--- src/rtl/seq_calculator_if.sv ---
// Request/response bundle for seq_calculator: operand handshake in, result handshake and flags out.
interface seq_calculator_if #(
   parameter int WIDTH = 8
) ();
   logic             in_valid;
   logic             in_ready;
   logic [WIDTH-1:0] a;
   logic [WIDTH-1:0] b;
   logic [2:0]       op;
   logic             out_valid;
   logic             out_ready;
   logic [WIDTH-1:0] result;
   logic             zero;
   logic             carry;
   logic             ovf;
   logic             busy;

   modport master (
      output in_valid, a, b, op, out_ready,
      input  in_ready, out_valid, result, zero, carry, ovf, busy
   );

   modport slave (
      input  in_valid, a, b, op, out_ready,
      output in_ready, out_valid, result, zero, carry, ovf, busy
   );
endinterface

--- src/rtl/seq_calculator.sv ---
// Sequential calculator: single-cycle ALU ops, iterative shift-add multiply,
// registered result/flags held in DONE until the consumer accepts them.
module seq_calculator #(
   parameter int WIDTH = 8
) (
   input  logic            clk,
   input  logic            rst,
   seq_calculator_if.slave bus
);
   localparam int CW = $clog2(WIDTH);
   localparam logic [2:0] OP_MUL = 3'b110;

   typedef enum logic [1:0] {S_IDLE, S_MUL, S_DONE} state_t;

   state_t             r_state;
   state_t             w_next;

   logic [WIDTH-1:0]   r_result;
   logic               r_zero;
   logic               r_carry;
   logic               r_ovf;

   logic [2*WIDTH-1:0] r_mcand;
   logic [WIDTH-1:0]   r_mplier;
   logic [2*WIDTH-1:0] r_prod;
   logic [CW-1:0]      r_cnt;

   logic               w_accept;
   logic               w_mul_last;
   logic [2*WIDTH-1:0] w_prod_next;

   logic [WIDTH:0]     w_sum;
   logic [WIDTH:0]     w_diff;
   logic [CW-1:0]      w_shamt;
   logic [2*WIDTH-1:0] w_shl;
   logic [WIDTH-1:0]   w_alu_res;
   logic               w_alu_c;
   logic               w_alu_o;

   assign w_accept    = (r_state == S_IDLE) && bus.in_valid;
   assign w_mul_last  = (r_state == S_MUL) && (r_cnt == CW'(WIDTH - 1));
   assign w_prod_next = r_prod + (r_mplier[0] ? r_mcand : '0);

   // ---------------- state register ----------------
   always_ff @(posedge clk) begin
      if (rst) r_state <= S_IDLE;
      else     r_state <= w_next;
   end

   // ---------------- next-state logic ----------------
   always_comb begin
      w_next = r_state;
      case (r_state)
         S_IDLE: if (w_accept) w_next = (bus.op == OP_MUL) ? S_MUL : S_DONE;
         S_MUL:  if (w_mul_last) w_next = S_DONE;
         S_DONE: if (bus.out_ready) w_next = S_IDLE;
         default: w_next = S_IDLE;
      endcase
   end

   // ---------------- output logic ----------------
   always_comb begin
      bus.in_ready  = 1'b0;
      bus.out_valid = 1'b0;
      bus.busy      = 1'b1;
      case (r_state)
         S_IDLE: begin
            bus.in_ready = 1'b1;
            bus.busy     = 1'b0;
         end
         S_DONE:  bus.out_valid = 1'b1;
         default: ;
      endcase
   end

   assign bus.result = r_result;
   assign bus.zero   = r_zero;
   assign bus.carry  = r_carry;
   assign bus.ovf    = r_ovf;

   // ---------------- single-cycle ALU ----------------
   // Shift runs in a 2*WIDTH field so the bits pushed past the MSB feed the carry flag.
   assign w_sum   = {1'b0, bus.a} + {1'b0, bus.b};
   assign w_diff  = {1'b0, bus.a} - {1'b0, bus.b};
   assign w_shamt = bus.b[CW-1:0];
   assign w_shl   = {{WIDTH{1'b0}}, bus.a} << w_shamt;

   always_comb begin
      w_alu_res = '0;
      w_alu_c   = 1'b0;
      w_alu_o   = 1'b0;
      case (bus.op)
         3'b000: begin
            w_alu_res = w_sum[WIDTH-1:0];
            w_alu_c   = w_sum[WIDTH];
            w_alu_o   = (bus.a[WIDTH-1] == bus.b[WIDTH-1]) &&
                        (w_sum[WIDTH-1] != bus.a[WIDTH-1]);
         end
         3'b001: begin
            w_alu_res = w_diff[WIDTH-1:0];
            w_alu_c   = w_diff[WIDTH];
            w_alu_o   = (bus.a[WIDTH-1] != bus.b[WIDTH-1]) &&
                        (w_diff[WIDTH-1] != bus.a[WIDTH-1]);
         end
         3'b010: w_alu_res = bus.a | bus.b;
         3'b011: w_alu_res = (bus.a == bus.b) ? '0 : WIDTH'(1);
         3'b100: w_alu_res = bus.a & bus.b;
         3'b101: w_alu_res = bus.a ^ bus.b;
         3'b111: begin
            w_alu_res = w_shl[WIDTH-1:0];
            w_alu_c   = |w_shl[2*WIDTH-1:WIDTH];
         end
         default: ;
      endcase
   end

   // ---------------- shift-add multiplier ----------------
   always_ff @(posedge clk) begin
      if (rst) begin
         r_mcand  <= '0;
         r_mplier <= '0;
         r_prod   <= '0;
         r_cnt    <= '0;
      end else if (w_accept && (bus.op == OP_MUL)) begin
         r_mcand  <= {{WIDTH{1'b0}}, bus.a};
         r_mplier <= bus.b;
         r_prod   <= '0;
         r_cnt    <= '0;
      end else if (r_state == S_MUL) begin
         r_prod   <= w_prod_next;
         r_mcand  <= r_mcand << 1;
         r_mplier <= r_mplier >> 1;
         r_cnt    <= r_cnt + CW'(1);
      end
   end

   // ---------------- result and flag registers ----------------
   // The last multiply step bypasses r_prod so the product lands on the MUL->DONE edge.
   always_ff @(posedge clk) begin
      if (rst) begin
         r_result <= '0;
         r_zero   <= 1'b0;
         r_carry  <= 1'b0;
         r_ovf    <= 1'b0;
      end else if (w_accept && (bus.op != OP_MUL)) begin
         r_result <= w_alu_res;
         r_zero   <= (w_alu_res == '0);
         r_carry  <= w_alu_c;
         r_ovf    <= w_alu_o;
      end else if (w_mul_last) begin
         r_result <= w_prod_next[WIDTH-1:0];
         r_zero   <= (w_prod_next[WIDTH-1:0] == '0);
         r_carry  <= |w_prod_next[2*WIDTH-1:WIDTH];
         r_ovf    <= 1'b0;
      end
   end
endmodule

--- src/flat_wrapper.sv ---
// flat-port wrapper written by rule: the top's interface ports become plain ports
module seq_calculator_flat 
#(
   parameter int WIDTH = 8
)
  (clk, rst, bus_in_valid, bus_a, bus_b, bus_op, bus_out_ready, bus_in_ready, bus_out_valid, bus_result, bus_zero, bus_carry, bus_ovf, bus_busy);
  seq_calculator_if #(.WIDTH(WIDTH)) bus_i ();
  input  logic clk;
  input  logic rst;
  input wire logic [$bits(bus_i.in_valid)-1:0] bus_in_valid;
  input wire logic [$bits(bus_i.a)-1:0] bus_a;
  input wire logic [$bits(bus_i.b)-1:0] bus_b;
  input wire logic [$bits(bus_i.op)-1:0] bus_op;
  input wire logic [$bits(bus_i.out_ready)-1:0] bus_out_ready;
  output wire logic [$bits(bus_i.in_ready)-1:0] bus_in_ready;
  output wire logic [$bits(bus_i.out_valid)-1:0] bus_out_valid;
  output wire logic [$bits(bus_i.result)-1:0] bus_result;
  output wire logic [$bits(bus_i.zero)-1:0] bus_zero;
  output wire logic [$bits(bus_i.carry)-1:0] bus_carry;
  output wire logic [$bits(bus_i.ovf)-1:0] bus_ovf;
  output wire logic [$bits(bus_i.busy)-1:0] bus_busy;
  assign bus_i.in_valid = bus_in_valid;
  assign bus_i.a = bus_a;
  assign bus_i.b = bus_b;
  assign bus_i.op = bus_op;
  assign bus_i.out_ready = bus_out_ready;
  assign bus_in_ready = bus_i.in_ready;
  assign bus_out_valid = bus_i.out_valid;
  assign bus_result = bus_i.result;
  assign bus_zero = bus_i.zero;
  assign bus_carry = bus_i.carry;
  assign bus_ovf = bus_i.ovf;
  assign bus_busy = bus_i.busy;
  seq_calculator #(.WIDTH(WIDTH)) u_core (.clk(clk), .rst(rst), .bus(bus_i));
endmodule
--- config.mk ---
export PLATFORM = sky130hd
export DESIGN_NAME = seq_calculator_flat
export DESIGN_NICKNAME = d
export VERILOG_FILES = /design/src/rtl/seq_calculator_if.sv /design/src/rtl/seq_calculator.sv /design/src/flat_wrapper.sv
export SDC_FILE = /design/constraint.sdc
export NUM_CORES = 1
export LEC_CHECK = 0
export CORE_MARGIN = 1
export CORE_UTILIZATION = 40
export DETAILED_ROUTE_END_ITERATION = 12
export GPL_TIMING_DRIVEN = 0
export MAX_ROUTING_LAYER = met4
export PLACE_DENSITY = 0.72
export SETUP_SLACK_MARGIN = 0.3
export SYNTH_ARGS = -nofsm -noshare
export SYNTH_HDL_FRONTEND = slang
export SYNTH_SLANG_ARGS = --single-unit
--- constraint.sdc ---
create_clock -name clk -period 2.7 [get_ports clk]
set_input_delay 0.54 -clock clk [delete_from_list [all_inputs] [get_ports clk]]
set_output_delay 0.54 -clock clk [all_outputs]
set_load 0.01 [all_outputs]
==> results of run 1 <==
==> cell families after synthesis <==
family                   synth area share
AO/OA/AOI/OAI                       0.256
XOR/XNOR                           0.0408
adder cells (fa/ha/maj)             0.130
buffers and inverters              0.0517
flip-flops                          0.249
multiplexers                       0.0395
AND/OR/NAND/NOR                     0.233
==> metrics by stage <==
stage	setup slack, ns	total power (µW)	hold WS [ns]
floorplan	0.0715	1190	0.436
global placement	-1.04	1380	0.443
detailed placement	-1.05	1390	0.448
CTS	-0.105	2110	0.463
global route	-0.242	2290	0.489
finish	-0.104	2210	0.460
==> worst max-delay path by stage <==
stage / from / endpoint
after floorplan: u_core.r_mplier[0] / u_core.bus.carry
after global placement: bus_b[2] / u_core.bus.zero
after detailed placement: bus_b[0] / u_core.bus.zero
after CTS: u_core.r_mplier[0] / u_core.bus.carry
after global routing: u_core.r_mplier[0] / u_core.bus.carry
final: u_core.r_mplier[0] / u_core.bus.carry
==> report_power, final <==
part,switching [µW],internal (µW),leakage [µW]
Sequential,16.9,847,0.000454
Combinational,366,312,0.00193
Clock,294,374,0.0000687
==> layout by cell type, fill, tap and decap left out, types with 4 or more instances in the layout <==
cell type         n
nand4_1           4
buf_6            15
a311oi_1          7
a211oi_2          5
dlymetal6s2s_1    4
xnor2_1          13
o211ai_1          7
clkdlybuf4s50_1  17
and2_1           15
a31oi_1           5
nand2_1          91
clkbuf_1         12
a21o_1            8
buf_2             6
nand2b_1          8
nor2_1           46
inv_2             4
ha_1             28
buf_12            6
a22oi_1          11
a211oi_1          4
clkbuf_2          6
xor2_1            4
nand3_1          10
buf_4            37
dfxtp_1          55
ha_4             13
inv_1            18
clkbuf_8          7
mux2i_1          11
nor3_1            8
a21oi_1          54
a21oi_2           9
nor2b_1           9
o21ai_0          10
==> area by class of cell <==
type                            count  share of cell area
Sequential cell                    56               0.180
Buffer                             31              0.0349
Tap cell                          140              0.0281
Multi-Input combinational cell    476               0.589
Inverter                           26              0.0200
Timing Repair Buffer               84               0.126
Clock buffer                        5              0.0110
Clock inverter                      3              0.0110
==> state kept, by name, indices dropped and copies added (netlist names) <==
signal and cells:
u_core.bus.zero 1, u_core.r_mplier 8, u_core.r_prod 16, u_core.r_mcand 16, u_core.r_state 2, u_core.bus.ovf 1, u_core.r_cnt 3, u_core.bus.carry 1
u_core.bus.result 8
==> tightest hold or removal path, stage by stage, from the launching register on <==
cell	delay [ns]
dfxtp_1	0.33
nand2_1	0.05
a21oi_1	0.05
==> routing by layer <==
| metal | part of all wire | global-route usage |
|---|---|---|
| met5 | 0 | - |
| met4 | 0.019 | 0.0783 |
| met3 | 0.079 | 0.0458 |
| met2 | 0.46 | 0.421 |
| met1 | 0.44 | 0.350 |
==> repair_timing <==
item / 4_1_cts / 5_1_grt
endpoints found under the setup margin: 41 / 36
buffers inserted: 26 / 21
resized for setup: 125 / 81
pin swaps: 34 / 29
gates cloned: 1 / 0
==> out/metrics.yaml, run 1 <==
status:
  outcome: "finished with violations"
  violations: "setup timing"
cells_and_area:
  area.growth.synth_to_final_pct: 38.6
  final_util: 0.573
  n_antenna_cell: 0
  instances_no_fill: 821
  seq_area_mm2: 0.00112
  final_area_mm2: 0.00624
  multi_input_area_mm2: 0.00368
  drive_gt1_frac: 0.261
  final.fill_count: 954
  num-nets-final: 748
synth:
  synth_top_cells_by_area: "dfxtp_1 (25%), ha_1 (12%), nand2_1 (7.6%)"
  synth_cells: 589
  synth-main-ff-cell: "dfxtp_1"
  synth_edf_count: 0
  syn_nets: 657
  avgSynthCellArea_um2: 7.65
  synth_top_area_share: 0.249
  yosysMostFrequentCell: "nand2_1"
  ys_seq_area_frac: 0.249
  synth_area_mm2: 0.00450
  synthTopCellsByCount: "nand2_1 (91), a21oi_1 (64), dfxtp_1 (56)"
  yosysTopAreaCell: "dfxtp_1"
  ys_ff_latch: 56
  async_flop_share: 0
  ys_types: 68
  yosys_warnings: 0
placed_design:
  port_buffers: 36
  place_area_mm2: 0.00518
  hpwlAfterDp_um: 11000
  place_inst: 765
  gp_congestion: 0.939
sta:
  fmax_ghz: 0.357
  fin_skew_ns: 0.0114
  slew_violations: 0
  final.setup.worst_slack_ns: -0.104
  tightestPinTransition_ns: 0.640
  fin_setup_tns_ns: -0.224
  final-hold-violation-count: 0
  fin_crit_ns: 2.80
  final.period_utilization: 1.04
  relSlewSlack: 0.571
  setup_viol: 3
  rsz0062_at_grt: "yes"
global_routing:
  grt_pass1_wl_um: 23600
  overflow: 0
  grt_pass1_vias: 4565
  grt_start_max_net_pins: 19
  grt_use_total: 0.267
  grt_antenna_before_repair: 0
power_and_ir_drop:
  power.leakage_uw: 0.00245
  cellPowerDensity_mw_per_mm2: 354
  irDropWorstVdd_uv: 276
clocking:
  tritoncts: "yes"
  clockBufferDepth: 2
  cts_made_buffers: 5
  cts_hold_buf: 0
  cts.clk_slew.worst_paths_ns: 0.11
  cts_htree_levels: 2
  root_buffer: "clkbuf_8"
  cts_sinks: 56
  clk-insertion-delay-late_ns: 0.32
detailed_routing:
  routedWlPerCell_um: 18.6
  wirelength_um: 15300
  vias_per_cell: 5.99
  vias: 4919
  first_iter_violations: 461
  antenna_left: 0
  drtPass1Iterations: 6
  drc_errors: 0
floorplanning:
  dieArea_mm2: 0.0117
  core.rowCount: 38
  core-area_mm2: 0.0109
  start_util: 0.414
  die_width_um: 108
  ios: 37
  die_h_um: 108
worst_setup_path:
  r2r_end: "u_core.bus.carry"
  path_buf_inv: 1
  crit_chain: "clkbuf_4, and2_1, ha_2, o21ai_4, o21ai_2, a2111oi_4, o31ai_4, a221o_1, a21oi_2, xnor2_2, a41oi_2"
  worstSetupPathType: "flip-flop to flip-flop"
  slowest_stage: "a2111oi_4"
  required_ns: 2.88
  r2r_start: "u_core.r_mplier[0]"
  crit_arrival_ns: 2.99
  crit_fanout: 4
  start_kind: "flip-flop"
  r2r_setup_slack_ns: -0.10
  cp.depth: 11
  crit_family: "compound AO/OA/AOI/OAI gates"
  cp-end-kind: "flip-flop"
  r2r_cells: 11
  max_stage_delay_ns: 0.39
hold_path:
  worstHoldPathCells: 2
  min_from: "u_core.r_mcand[15]"
  min_to: "u_core.r_mcand[15]"
  min_path_type: "flip-flop to flip-flop"
job:
  maxCapViolations: 0
Power figures use the tool's default switching activity.
==> run 2: changes to the inputs <==
- SLEW_MARGIN: default -> 20
==> results of run 2 <==
No change in the layout: final DEF, timing and power equal those of run 1.
